### src/rtl/txn_guard_multi.sv
// Per-ID outstanding AXI transaction tracker with length-scaled timeouts (write or read mode).
// Latency: table and status update one cycle after the observed handshake; accept_o is combinational.
// Backpressure: never stalls the bus itself; accept_o drops when the table is full or a timeout is pending.
module txn_guard_multi #(
  parameter int Mode         = 0,
  parameter int MaxTxns      = 8,
  parameter int IdWidth      = 4,
  parameter int CntWidth     = 10,
  parameter int PrescalerDiv = 1
) (
  input  logic                         clk_i,
  input  logic                         rst_ni,
  input  logic                         req_valid_i,
  input  logic                         req_ready_i,
  input  logic [IdWidth-1:0]           req_id_i,
  input  logic [7:0]                   req_len_i,
  input  logic                         rsp_valid_i,
  input  logic                         rsp_ready_i,
  input  logic [IdWidth-1:0]           rsp_id_i,
  input  logic                         rsp_last_i,
  input  logic [CntWidth-1:0]          budget_base_i,
  input  logic [CntWidth-1:0]          budget_beat_i,
  input  logic                         reset_clear_i,
  output logic                         accept_o,
  output logic [$clog2(MaxTxns+1)-1:0] outstanding_o,
  output logic                         unexpected_rsp_o,
  output logic [IdWidth-1:0]           timeout_id_o,
  output logic                         reset_req_o,
  output logic                         irq_o
);

  localparam int IdxW  = (MaxTxns > 1) ? $clog2(MaxTxns) : 1;
  localparam int OutW  = $clog2(MaxTxns+1);
  localparam int PreW  = (PrescalerDiv > 1) ? $clog2(PrescalerDiv) : 1;
  localparam int WideW = CntWidth + 10;

  logic [MaxTxns-1:0]  vld_q;
  logic [IdWidth-1:0]  id_q     [MaxTxns];
  logic [IdxW-1:0]     rank_q   [MaxTxns];
  logic [CntWidth-1:0] age_q    [MaxTxns];
  logic [CntWidth-1:0] budget_q [MaxTxns];
  logic [PreW-1:0]     pre_q;
  logic                reset_req_q;
  logic                unexp_q;
  logic [IdWidth-1:0]  tmo_id_q;

  logic                tick;
  logic                alloc_hs;
  logic                rsp_hs;
  logic                hit;
  logic [MaxTxns-1:0]  match;
  logic [MaxTxns-1:0]  same_rsp;
  logic [MaxTxns-1:0]  expired;
  logic                any_exp;
  logic [IdxW-1:0]     free_idx;
  logic [IdxW-1:0]     exp_idx;
  logic [IdxW-1:0]     alloc_rank;
  logic [OutW-1:0]     occ;
  logic [WideW-1:0]    budget_wide;
  logic [CntWidth-1:0] alloc_budget;

  assign tick     = (pre_q == PreW'(PrescalerDiv-1));
  assign accept_o = !(&vld_q) && !reset_req_q;
  assign alloc_hs = req_valid_i && req_ready_i && accept_o;
  assign rsp_hs   = rsp_valid_i && rsp_ready_i && ((Mode == 0) || rsp_last_i) && !reset_req_q;

  // Budget is formed at full width so a long burst cannot wrap to a tiny timeout.
  assign budget_wide  = WideW'(budget_base_i)
                      + (WideW'(req_len_i) + WideW'(1)) * WideW'(budget_beat_i);
  assign alloc_budget = (budget_wide > WideW'({CntWidth{1'b1}})) ? {CntWidth{1'b1}}
                                                                  : budget_wide[CntWidth-1:0];

  always_comb begin
    match    = '0;
    same_rsp = '0;
    expired  = '0;
    for (int i = 0; i < MaxTxns; i++) begin
      same_rsp[i] = vld_q[i] && (id_q[i] == rsp_id_i);
      match[i]    = same_rsp[i] && (rank_q[i] == '0);
      expired[i]  = vld_q[i] && (age_q[i] == budget_q[i]);
    end
  end

  assign hit     = |match;
  assign any_exp = |expired;

  always_comb begin
    free_idx = '0;
    exp_idx  = '0;
    for (int i = MaxTxns-1; i >= 0; i--) begin
      if (!vld_q[i])  free_idx = IdxW'(i);
      if (expired[i]) exp_idx  = IdxW'(i);
    end
  end

  // The entry being retired this cycle no longer counts toward the new entry's rank.
  always_comb begin
    alloc_rank = '0;
    for (int i = 0; i < MaxTxns; i++) begin
      if (vld_q[i] && (id_q[i] == req_id_i) && !(match[i] && rsp_hs))
        alloc_rank = alloc_rank + IdxW'(1);
    end
  end

  always_comb begin
    occ = '0;
    for (int i = 0; i < MaxTxns; i++) occ = occ + OutW'(vld_q[i]);
  end

  always_ff @(posedge clk_i or negedge rst_ni) begin
    if (!rst_ni) begin
      vld_q       <= '0;
      pre_q       <= '0;
      reset_req_q <= 1'b0;
      unexp_q     <= 1'b0;
      tmo_id_q    <= '0;
      for (int i = 0; i < MaxTxns; i++) begin
        id_q[i]     <= '0;
        rank_q[i]   <= '0;
        age_q[i]    <= '0;
        budget_q[i] <= '0;
      end
    end else begin
      pre_q   <= tick ? '0 : pre_q + PreW'(1);
      unexp_q <= 1'b0;
      if (reset_clear_i) begin
        vld_q       <= '0;
        reset_req_q <= 1'b0;
        tmo_id_q    <= '0;
      end else begin
        unexp_q <= rsp_hs && !hit;
        if (any_exp && !reset_req_q) begin
          reset_req_q <= 1'b1;
          tmo_id_q    <= id_q[exp_idx];
        end
        for (int i = 0; i < MaxTxns; i++) begin
          if (!reset_req_q && tick && vld_q[i] && (age_q[i] < budget_q[i]))
            age_q[i] <= age_q[i] + CntWidth'(1);
          if (rsp_hs && hit && same_rsp[i]) begin
            if (match[i]) vld_q[i]  <= 1'b0;
            else          rank_q[i] <= rank_q[i] - IdxW'(1);
          end
          if (alloc_hs && (free_idx == IdxW'(i))) begin
            vld_q[i]    <= 1'b1;
            id_q[i]     <= req_id_i;
            rank_q[i]   <= alloc_rank;
            age_q[i]    <= '0;
            budget_q[i] <= alloc_budget;
          end
        end
      end
    end
  end

  assign outstanding_o    = occ;
  assign unexpected_rsp_o = unexp_q;
  assign timeout_id_o     = tmo_id_q;
  assign reset_req_o      = reset_req_q;
  assign irq_o            = reset_req_q;

endmodule
### config.mk
export PLATFORM = sky130hd
export DESIGN_NAME = txn_guard_multi
export DESIGN_NICKNAME = d
export VERILOG_FILES = /design/src/rtl/txn_guard_multi.sv
export SDC_FILE = /design/constraint.sdc
export NUM_CORES = 1
export LEC_CHECK = 0
export CAP_MARGIN = 20
export CORE_MARGIN = 10
export CORE_UTILIZATION = 55
export CTS_CLUSTER_SIZE = 12
export DETAILED_ROUTE_END_ITERATION = 10
export PLACE_DENSITY = 0.73
export SLEW_MARGIN = 20
export SYNTH_ARGS = -nofsm -noshare
export SYNTH_HDL_FRONTEND = slang
export SYNTH_SLANG_ARGS = --single-unit
### constraint.sdc
create_clock -name clk_i -period 7.35 [get_ports clk_i]
set_clock_uncertainty 0.2 [all_clocks]
set_input_delay 1.47 -clock clk_i [delete_from_list [all_inputs] [get_ports clk_i]]
set_output_delay 1.47 -clock clk_i [all_outputs]
set_load 0.03 [all_outputs]
# Yosys cells after proc, flatten, opt, wreduce, memory -nomap -nowiden
# Cells that the tools add are included.
[word_totals]
register_bits = 231
latch_bits = 0
mem_bits_rw = 0
mem_bits_ro = 0
in_bits = 44
output_inout_bits = 12
memories = 0
[classes]
n_addsub = 33
n_mul = 1
n_div = 0
order_cmp = 10
n_eq_ne = 39
n_shift = 0
muxes = 99
n_bitwise = 3
reduce_logical = 177
[op_table]
columns = ["op", "count"]
rows = [
  ["two-way mux 10 bit", 17],
  ["two-way mux 3 bit", 47],
  ["logical AND 1 bit", 89],
  ["adder 10 x 1 -> 10 bit (second input constant)", 8],
  ["equality test 10 bit", 8],
  ["less-than comparator 10 bit", 8],
  ["equality test 4 bit", 16],
  ["AND reduction 2 bit", 24],
  ["nonzero test 3 bit", 16],
  ["nonzero test 2 bit", 17],
  ["two-way mux 1 bit", 29],
  ["logical NOT 3 bit", 9],
  ["AND reduction 3 bit", 8],
  ["subtractor 3 x 1 -> 3 bit (second input constant)", 8],
  ["adder 3 x 1 -> 3 bit (second input constant)", 7],
  ["adder 10 x 19 -> 20 bit", 1],
  ["greater-than comparator 20 x 10 -> 1 bit (second input constant)", 1],
  ["multiplier 9 x 10 -> 19 bit", 1],
  ["adder 4 x 1 -> 4 bit", 4],
  ["two-way mux 4 bit", 4],
  ["inequality test 2 x 1 -> 1 bit (second input constant)", 8],
  ["OR reduction 8 bit", 2],
  ["binary-select mux 4 bit (select 3 bit)", 1],
  ["equality test 3 bit (second input constant)", 4],
  ["other kinds (13)", 25],
]

# Depth between registers and ports, before layout
# Gate-level depths: netlist (run 1).
[depth]
depth_word = 22
depth_mapped = 30

# Worst setup path before layout (run 1)
# No wires, ideal clock.
[synth_timing]
kind = "input port to flip-flop"
start = "input req_len_i[0]"
end = "register budget_q[66] (netlist bit)"
arrival_ns = 7.502
t_required_ns = 7.063
slack_ns = -0.439
path_stages = 27
path_buffers = 2
cell_sequence = "ha_1 nand3_1 nor2_1 and3_1 clkbuf_1 nand2_1 fa_1 inv_1 fa_1 inv_1 fa_1 inv_1 fa_1 inv_1 fa_1 inv_1 ha_1 and3_1 and2_1 nand2_1 a211oi_1 o211ai_1 a32oi_1 xor2_1 clkbuf_1 nor3_1 a22oi_1"
[synth_via]
elab_chain_cells = 5
[synth_lines]
columns = ["item", "line", "rtl"]
rows = [
  ["from (decl)", "16", "input logic [7:0] req_len_i,"],
  ["adder 8 x 1 -> 9 bit (*)", "69", "+ (WideW'(req_len_i) + WideW'(1)) * WideW'(budget_beat_i);"],
  ["multiplier 9 x 10 -> 19 bit (*)", "69", ""],
  ["adder 10 x 19 -> 20 bit (*)", "69", ""],
  ["greater-than comparator 20 x 10 -> 1 bit", "70", "assign alloc_budget = (budget_wide > WideW'({CntWidth{1'b1}})) ? {CntWidth{1'b1}}"],
  ["two-way mux 10 bit (*)", "70", ""],
  ["to (signal, indexed assignment)", "148", "budget_q[i] <= alloc_budget;"],
  ["to (decl)", "41", "logic [CntWidth-1:0] budget_q [MaxTxns];"],
]
# Mark *: on every way between the ends. The rest lies on a longest branch, timed or not.
# A chain may end at the register's enable or synchronous reset.

# Worst setup path after layout (run 1)
[layout_timing]
start = "input req_len_i[0]"
end = "register budget_q[35] (netlist bit)"
# Same word-level chain as after synthesis.

==> flow_summary.json, run 1 <==
{
  "crit_family": "adder cells",
  "finalWirelength_um": 50940,
  "grt_antenna_before_repair": 0,
  "synth_nets": 2323,
  "p_seq_frac": 0.235,
  "synth_top_area_cell": "dfrtp_1",
  "nets": 2493,
  "holdWs_ps": 309.9,
  "status": "finished clean",
  "switchingPower_uw": 2450,
  "synth.avg_cell_area_um2": 8.853,
  "synth_cells": 2038,
  "powerDensity_nw_per_um2": 272.4,
  "final_cell_mix": "dfrtp_1 (230), inv_1 (221), nand2_1 (193)",
  "drv_slew": 0,
  "grt-ovfl-total": 0,
  "first_pass_iters": 5,
  "clk_pin_slew_ps": 60,
  "setup_viol": 0,
  "die_w_um": 201.1,
  "rows": 66,
  "synth_seq_area_share": 0.3190,
  "clk_path_buf_depth": 3,
  "cp_slowest_cell": "fa_1",
  "timing.fmax_mhz": 138.8,
  "worst_slack_ps": 147.7,
  "async_reset_ff_frac": 1.000,
  "ir_drop_mv": 0.4438,
  "dp.cells": 2594,
  "core_um2": 32450,
  "synth-seq-cells": 230,
  "max_stage_delay_ps": 540,
  "yosysTopAreaCellShare": 0.3190,
  "clock_latency_ps": 560,
  "synth_ff_type": "dfrtp_1",
  "p_int_uw": 3476,
  "final_common_cell": "dfrtp_1",
  "num_vias": 15710,
  "grt_max_degree": 122,
  "area_delta_synth_final_pct": 20.58,
  "hpwl_um": 36010,
  "grt_pass1_vias": 15820,
  "hold_buffers": 0,
  "min_period_over_period": 0.9799,
  "fin_util": 0.6703,
  "clkPwrFrac": 0.217,
  "cp_data_arrival_time_ps": 7470,
  "grt_pass1_wl_um": 81160,
  "dieArea_um2": 40450,
  "synth_cell_type_count": 73,
  "die_h_um": 201.1,
  "timing.critical_path.mode_cell": "fa_1",
  "fin_cells": 2664,
  "globalplace.congestion": 0.9450,
  "p_leak_uw": 0.01048,
  "clkSinkCount": 230,
  "critPathCaptureType": "flop",
  "crit_path_start_kind": "primary input",
  "initial_core_util": 0.5559,
  "hold_violations": 0,
  "port_buffers": 54,
  "hold_class": "reg2reg",
  "crit_required_ps": 7620,
  "cp_num_buf_inv": 12,
  "htree_levels": 1,
  "synth_edf_count": 0,
  "path_max_fanout": 9,
  "swShare": 0.4135,
  "fin_area_um2": 21750,
  "cts_tree": "built",
  "path_class": "in2reg",
  "drc": 0,
  "drtIter0Drc": 1312,
  "numCtsBuffers": 27,
  "wire_per_inst_um": 19.12,
  "place_area_um2": 20050,
  "netlist_area_um2": 18040,
  "ioPinCount": 56,
  "drt.antenna.violating_nets": 0,
  "ys_top_cells_by_area": "dfrtp_1 (32%), ha_1 (12%), fa_1 (7.5%)",
  "combPwrFrac": 0.548,
  "cap_violations": 0,
  "clockRootBuffer": "clkbuf_16",
  "ys_warn_count": 0,
  "drive_above_1_share": 0.1503,
  "min_period_ps": 7202,
  "antenna_cells": 0,
  "worstMarginPinSlew_ps": 1327,
  "grt_usage": 0.2413,
  "vias_per_cell": 5.898,
  "place_ws_ps": -967.8,
  "relSlewSlack": 0.1121
}
==> cell usage after synthesis, types with 46 or more instances <==
master / n
a21oi_1: 108
nor3_1: 79
nand2_1: 198
nor2_1: 162
fa_1: 68
xnor2_1: 51
clkbuf_1: 64
nand4_1: 47
ha_1: 173
dfrtp_1: 230
inv_1: 231
xor2_1: 85
and2_1: 46
o21ai_0: 53
nand3_1: 60
==> through the flow <==
step                      power [uW]  TNS (ps)
after global placement          4098    -64140
after floorplan                 2961         0
after detailed placement        4151    -76390
final                           5926         0
after CTS                       5584         0
after global routing            6272    -217.8
==> worst reg2reg max path: cells and delay by family (launching register included) <==
kind            cells  cell delay (ps)
buf+inv             5              480
simple gates        9             1310
compound gates      5              920
xor+xnor            3              540
mux                 2              570
flops               1              430
fa+ha+maj           6             1570
==> registers in the layout (all words and copies together) (netlist names) <==
name              flops
budget_q             80
vld_q                 8
irq_o                 1
id_q                 32
unexpected_rsp_o      1
timeout_id_o          4
rank_q               24
age_q                80
==> metal layers <==
metal,global-route usage,wire length (um),vias up
met5,0,0,-
met4,0.1036,2181,0
met3,0.03277,3646,142
met2,0.4104,24300,621
met1,0.3018,20810,7639
li1,-,-,7311
==> repair_timing <==
action | in CTS | in global routing
cloned | 4 | 6
pin swaps | 14 | 56
setup buffers | 10 | 11
gates resized for setup | 40 | 93
setup endpoints to repair | 80 | 95
==> cell type report <==
type	instances	area, um2
clock buffer	36	749.5
clock inverter	7	68.82
fill	2551	10700
inverter	234	878.3
multi-input combinational	1503	11710
sequential	230	5756
tap	442	553.0
timing repair buffer	212	2042
==> power groups by stage <==
stage	sequential (uW)	clock [uW]	combinational (uW)
4_1_cts	1390	1290	2900
5_1_grt	1400	1350	3520
3_3_place_gp	1410	0	2690
3_5_place_dp	1410	0	2740
2_1_floorplan	1390	0	1570
6_report	1390	1290	3240
==> kinds of logic (layout without fill, tap and decap cells) <==
kind of cell,after synthesis,after routing,synth area share
compound gates,355,355,0.1293
xor+xnor,140,140,0.07067
fa+ha+maj,241,241,0.1954
buf+inv,305,489,0.06546
flops,230,230,0.3190
mux,41,41,0.02386
simple gates,726,726,0.1963
==> worst paths after layout <==
kind / start / end / slack, ps / cells after the start
max in group asynchronous: rst_ni / timeout_id_o[0] / 5060 / 2
min: age_q[69] / age_q[69] / 310 / 1
min reg2reg: age_q[69] / age_q[69] / 310 / 1
max: req_len_i[0] / budget_q[35] / 150 / 30
min in group asynchronous: rst_ni / age_q[62] / 770 / 1
max reg2reg: id_q[30] / rank_q[23] / 1250 / 30
Note: power is estimated with default switching activity, not from simulation.
==> inputs of run 2 (changes only) <==
--- a/config.mk
+++ b/config.mk
@@ -7,10 +7,10 @@
 export LEC_CHECK = 0
 export CAP_MARGIN = 20
 export CORE_MARGIN = 10
-export CORE_UTILIZATION = 55
+export CORE_UTILIZATION = 60
 export CTS_CLUSTER_SIZE = 12
 export DETAILED_ROUTE_END_ITERATION = 10
-export PLACE_DENSITY = 0.73
+export PLACE_DENSITY = 0.78
 export SLEW_MARGIN = 20
 export SYNTH_ARGS = -nofsm -noshare
 export SYNTH_HDL_FRONTEND = slang
==> flow_summary.json, run 2 (synthesized netlist as in run 1, its figures left out) <==
{
  "status": "finished clean",
  "hpwl_um": 35630,
  "swShare": 0.4011,
  "hold-path-cell-count": 1,
  "r2r-end": "rank_q[17]",
  "reg2reg_from": "rank_q[18]",
  "globalplace.congestion": 0.9311,
  "htree_levels": 1,
  "dieArea_um2": 37410,
  "crit_path_start_kind": "primary input",
  "hold_class": "reg2reg",
  "p_leak_uw": 0.01039,
  "p_seq_frac": 0.243,
  "clk_pin_slew_ps": 60,
  "first_pass_iters": 6,
  "tns_ps": 0,
  "cts_tree": "built",
  "numCtsBuffers": 27,
  "cp_data_arrival_time_ps": 7340,
  "setup_viol": 0,
  "clockRootBuffer": "clkbuf_16",
  "clk_path_buf_depth": 3,
  "grt_pass1_wl_um": 79940,
  "die_h_um": 193.4,
  "num_vias": 15670,
  "path_max_fanout": 7,
  "worstMarginPinSlew_ps": 1092,
  "path_class": "in2reg",
  "ff2ff_path_depth": 28,
  "drive_above_1_share": 0.1275,
  "vias_per_cell": 6.021,
  "largestRegisters": "age_q (80), budget_q (80), id_q (32)",
  "total_power_uw": 5748,
  "drt.antenna.violating_nets": 0,
  "clkPwrFrac": 0.218,
  "grt_antenna_before_repair": 0,
  "grt-ovfl-total": 0,
  "hp-start": "rank_q[1]",
  "crit_required_ps": 7580,
  "antenna_cells": 0,
  "min_period_over_period": 0.9674,
  "hold_violations": 0,
  "min_period_ps": 7111,
  "min_to": "rank_q[1]",
  "finalWirelength_um": 48550,
  "powerDensity_nw_per_um2": 269.7,
  "grt_usage": 0.2520,
  "rows": 63,
  "ir_drop_mv": 0.3935,
  "area_delta_synth_final_pct": 18.11,
  "port_buffers": 54,
  "ioPinCount": 56,
  "final_cell_mix": "dfrtp_1 (230), inv_1 (226), nand2_1 (191)",
  "grt_pass1_vias": 15840,
  "critPathCaptureType": "flop",
  "final_common_cell": "dfrtp_1",
  "nets": 2480,
  "worst_slack_ps": 239.3,
  "clock_latency_ps": 550,
  "grt_max_degree": 130,
  "timing.fmax_mhz": 140.6,
  "r2r_slack_ps": 1250,
  "drv_slew": 0,
  "initial_core_util": 0.6087,
  "core_um2": 29640,
  "p_int_uw": 3442,
  "place_ws_ps": -840.7,
  "drtIter0Drc": 1298,
  "drc": 0,
  "combPwrFrac": 0.539,
  "wire_per_inst_um": 18.66,
  "die_w_um": 193.4,
  "relSlewSlack": 0.2695,
  "switchingPower_uw": 2306,
  "clkSinkCount": 230,
  "cap_violations": 0
}
[run 2: changes by cell type in the layout (fill, tap and decap cells not counted), moves of 5 or more]
cell | before | now
buf_4 | 131 | 124
clkbuf_16 | 33 | 27
inv_1 | 221 | 226
inv_2 | 13 | 8
nor3_1 | 45 | 76
nor3_2 | 29 | 3
nor3_4 | 5 | 0
[run 2: timing repair]
| action | 4_1_cts | 5_1_grt |
|---|---|---|
| setup buffers | 6 | 6 |
| endpoints found under the setup margin | 85 | 95 |
| hold buffers | 0 | 0 |
| gates cloned | 4 | 0 |
| pin swaps | 11 | 40 |
| gates resized for setup | 23 | 61 |
[run 2: worst max path at each step]
stage | to | from | cells past startpoint | slack, ps
3_3_place_gp | budget_q[28] | req_len_i[0] | 28 | -730
5_1_grt | rank_q[17] | rsp_id_i[1] | 31 | -80
3_5_place_dp | budget_q[28] | req_len_i[0] | 28 | -840
6_report | budget_q[54] | req_len_i[1] | 28 | 240
4_1_cts | budget_q[46] | req_len_i[5] | 27 | -40
2_1_floorplan | budget_q[66] | req_len_i[1] | 27 | 2
[run 2: through the flow]
step                      instance area [um2]  std cells  hold slack (ps)    util
after floorplan                         18280       2038            251.6       -
after global placement                  19990       2540            289.2  0.6746
after detailed placement                20000       2541            291.2  0.6749
after CTS                               21060       2597            309.3  0.7104
after global routing                    21310       2602            320.7  0.7190
final                                   21310       2602            310.1  0.7190
[run 2: area by class of cell]
| cell class | instances | area, um2 |
|---|---|---|
| tap | 390 | 488.0 |
| clock buffer | 37 | 753.2 |
| sequential | 230 | 5756 |
| clock inverter | 9 | 57.56 |
| multi-input combinational | 1503 | 11520 |
| fill | 2200 | 8328 |
| timing repair buffer | 199 | 1854 |
| inverter | 234 | 878.3 |
[run 2: layer usage]
layer | global-route usage | share of wire | vias up
li1 | - | - | 7294
met1 | 0.3213 | 0.41 | 7682
met2 | 0.4278 | 0.49 | 566
met3 | 0.03060 | 0.062 | 125
met4 | 0.09671 | 0.036 | 0
met5 | 0 | 0 | -
[run 2: critical path: stages]
cell and delay [ps]:
buf_4 100, ha_4 150, nand3_4 80, buf_4 160
xnor2_4 190, and2_1 180, fa_1 440, fa_1 560
inv_2 40, fa_1 520, inv_1 50, fa_1 510
inv_2 40, fa_1 510, inv_2 50, ha_4 280
and3_4 180, and2_4 140, nand2_2 60, a211oi_4 290
o211ai_1 140, a32oi_2 250, buf_6 140, xor2_4 260
buf_6 170, buf_16 120, nor3_1 50, a22oi_1 190
[run 2: power groups by stage]
stage | Sequential [uW] | Clock [uW] | Combinational, uW
global route | 1400 | 1320 | 3370
global placement | 1410 | 0 | 2740
CTS | 1390 | 1260 | 2920
finish | 1400 | 1250 | 3100
floorplan | 1390 | 0 | 1570
detailed placement | 1420 | 0 | 2800
==> inputs of run 3 (changes only) <==
--- a/config.mk
+++ b/config.mk
@@ -11,7 +11,6 @@
 export CTS_CLUSTER_SIZE = 12
 export DETAILED_ROUTE_END_ITERATION = 10
 export PLACE_DENSITY = 0.78
-export SLEW_MARGIN = 20
 export SYNTH_ARGS = -nofsm -noshare
 export SYNTH_HDL_FRONTEND = slang
 export SYNTH_SLANG_ARGS = --single-unit
==> flow_summary.json, run 3 (synthesized netlist as in run 1, its figures left out) <==
{
  "status": "finished clean",
  "r2r-end": "rank_q[17]",
  "finalWirelength_um": 48440,
  "p_leak_uw": 0.01040,
  "place_ws_ps": -840.7,
  "drc": 0,
  "dieArea_um2": 37410,
  "grt_pass1_vias": 15840,
  "drv_slew": 0,
  "worstMarginPinSlew_ps": 1096,
  "hold_class": "reg2reg",
  "holdWs_ps": 313.4,
  "crit_required_ps": 7580,
  "relSlewSlack": 0.2665,
  "clk_path_buf_depth": 3,
  "min_period_ps": 7109,
  "timing.fmax_mhz": 140.7,
  "grt_max_degree": 130,
  "port_buffers": 54,
  "clock_latency_ps": 560,
  "path_max_fanout": 7,
  "rows": 63,
  "die_w_um": 193.4,
  "first_pass_iters": 5,
  "drt.antenna.violating_nets": 0,
  "reg2reg_from": "rank_q[18]",
  "grt_usage": 0.2520,
  "final_cell_mix": "dfrtp_1 (230), inv_1 (226), nand2_1 (191)",
  "r2r_slack_ps": 1230,
  "nets": 2483,
  "antenna_cells": 0,
  "cap_violations": 0,
  "total_power_uw": 5756,
  "num_vias": 15630,
  "path_class": "in2reg",
  "grt_antenna_before_repair": 0,
  "crit_path_start_kind": "primary input",
  "clkSinkCount": 230,
  "cts_tree": "built",
  "numCtsBuffers": 27,
  "ioPinCount": 56,
  "htree_levels": 1,
  "drive_above_1_share": 0.1273,
  "ff2ff_path_depth": 28,
  "final_common_cell": "dfrtp_1",
  "clockRootBuffer": "clkbuf_16",
  "hold_buffers": 0,
  "wire_per_inst_um": 18.59,
  "min_period_over_period": 0.9672,
  "startpoint": "req_len_i[1]",
  "vias_per_cell": 5.999,
  "cp_data_arrival_time_ps": 7340,
  "grt_pass1_wl_um": 79940,
  "globalplace.congestion": 0.9311,
  "hold_violations": 0,
  "setup_viol": 0,
  "core_um2": 29640,
  "critPathCaptureType": "flop",
  "clk_pin_slew_ps": 60,
  "ir_drop_mv": 0.4008,
  "initial_core_util": 0.6087,
  "powerDensity_nw_per_um2": 269.9,
  "area_delta_synth_final_pct": 18.18,
  "crit_end": "budget_q[54]",
  "worst_slack_ps": 241.3,
  "drtIter0Drc": 1300,
  "largestRegisters": "age_q (80), budget_q (80), id_q (32)",
  "hpwl_um": 35630,
  "grt-ovfl-total": 0,
  "die_h_um": 193.4
}
run 3: changes by cell type in the layout (fill, tap and decap cells not counted), sizes merged:
cell / before / now
buf: 146 / 148
clkbuf: 40 / 41
run 3: worst min-delay path by stage:
| stage | startpoint | to | slack [ps] | depth (start not counted) |
|---|---|---|---|---|
| CTS | rank_q[16] | rank_q[16] | 310 | 1 |
| global placement | rank_q[1] | rank_q[1] | 290 | 1 |
| finish | rank_q[16] | rank_q[16] | 310 | 1 |
| floorplan | age_q[69] | age_q[69] | 250 | 1 |
| detailed placement | rank_q[16] | rank_q[16] | 290 | 1 |
| global route | rank_q[16] | rank_q[16] | 320 | 1 |
run 3: metal layers:
metal / track usage / up-vias / wire, um
met5: 0 / - / 0
met4: 0.09671 / 0 / 1757
met3: 0.03060 / 128 / 3116
met1: 0.3213 / 7642 / 19910
met2: 0.4278 / 572 / 23650
li1: - / 7286 / -
run 3: per-stage QoR:
step / instance area [um2] / instances / TNS (ps) / util
after floorplan: 18280 / 2038 / 0 / -
after global placement: 19990 / 2540 / -57170 / 0.6746
after detailed placement: 20000 / 2541 / -68480 / 0.6749
after CTS: 21060 / 2597 / -251.3 / 0.7104
after global routing: 21320 / 2605 / -342.6 / 0.7194
final: 21320 / 2605 / 0 / 0.7194
run 3: timing repair:
item	CTS	global route
endpoints found under the setup margin	85	95
gates cloned	4	0
buffers inserted	6	6
pin swaps	11	40
gates resized for setup	23	60
run 3: area by class of cell:
cell class	instances	area, um2
clock buffer	37	753.2
clock inverter	9	57.56
fill	2200	8315
inverter	234	878.3
multi-input combinational	1503	11510
sequential	230	5756
tap	390	488.0
timing repair buffer	202	1882
run 3: power breakdown:
group / internal (uW) / switching, uW / leakage, uW
Combinational: 1400 / 1710 / 0.00700
Sequential: 1330 / 66.3 / 0.00300
Clock: 713 / 539 / 0.000397
Total: 3440 / 2310 / 0.0104
run 3: critical path, stage by stage:
cell      delay [ps]
buf_4            100
ha_4             150
nand3_4           80
buf_4            160
xnor2_4          190
and2_1           180
fa_1             440
fa_1             560
inv_2             40
fa_1             520
inv_1             50
fa_1             510
inv_2             40
fa_1             510
inv_2             50
ha_4             280
and3_4           180
and2_4           140
nand2_2           60
a211oi_4         290
o211ai_1         140
a32oi_2          250
buf_6            140
xor2_4           260
buf_6            170
buf_16           120
nor3_1            50
a22oi_1          190
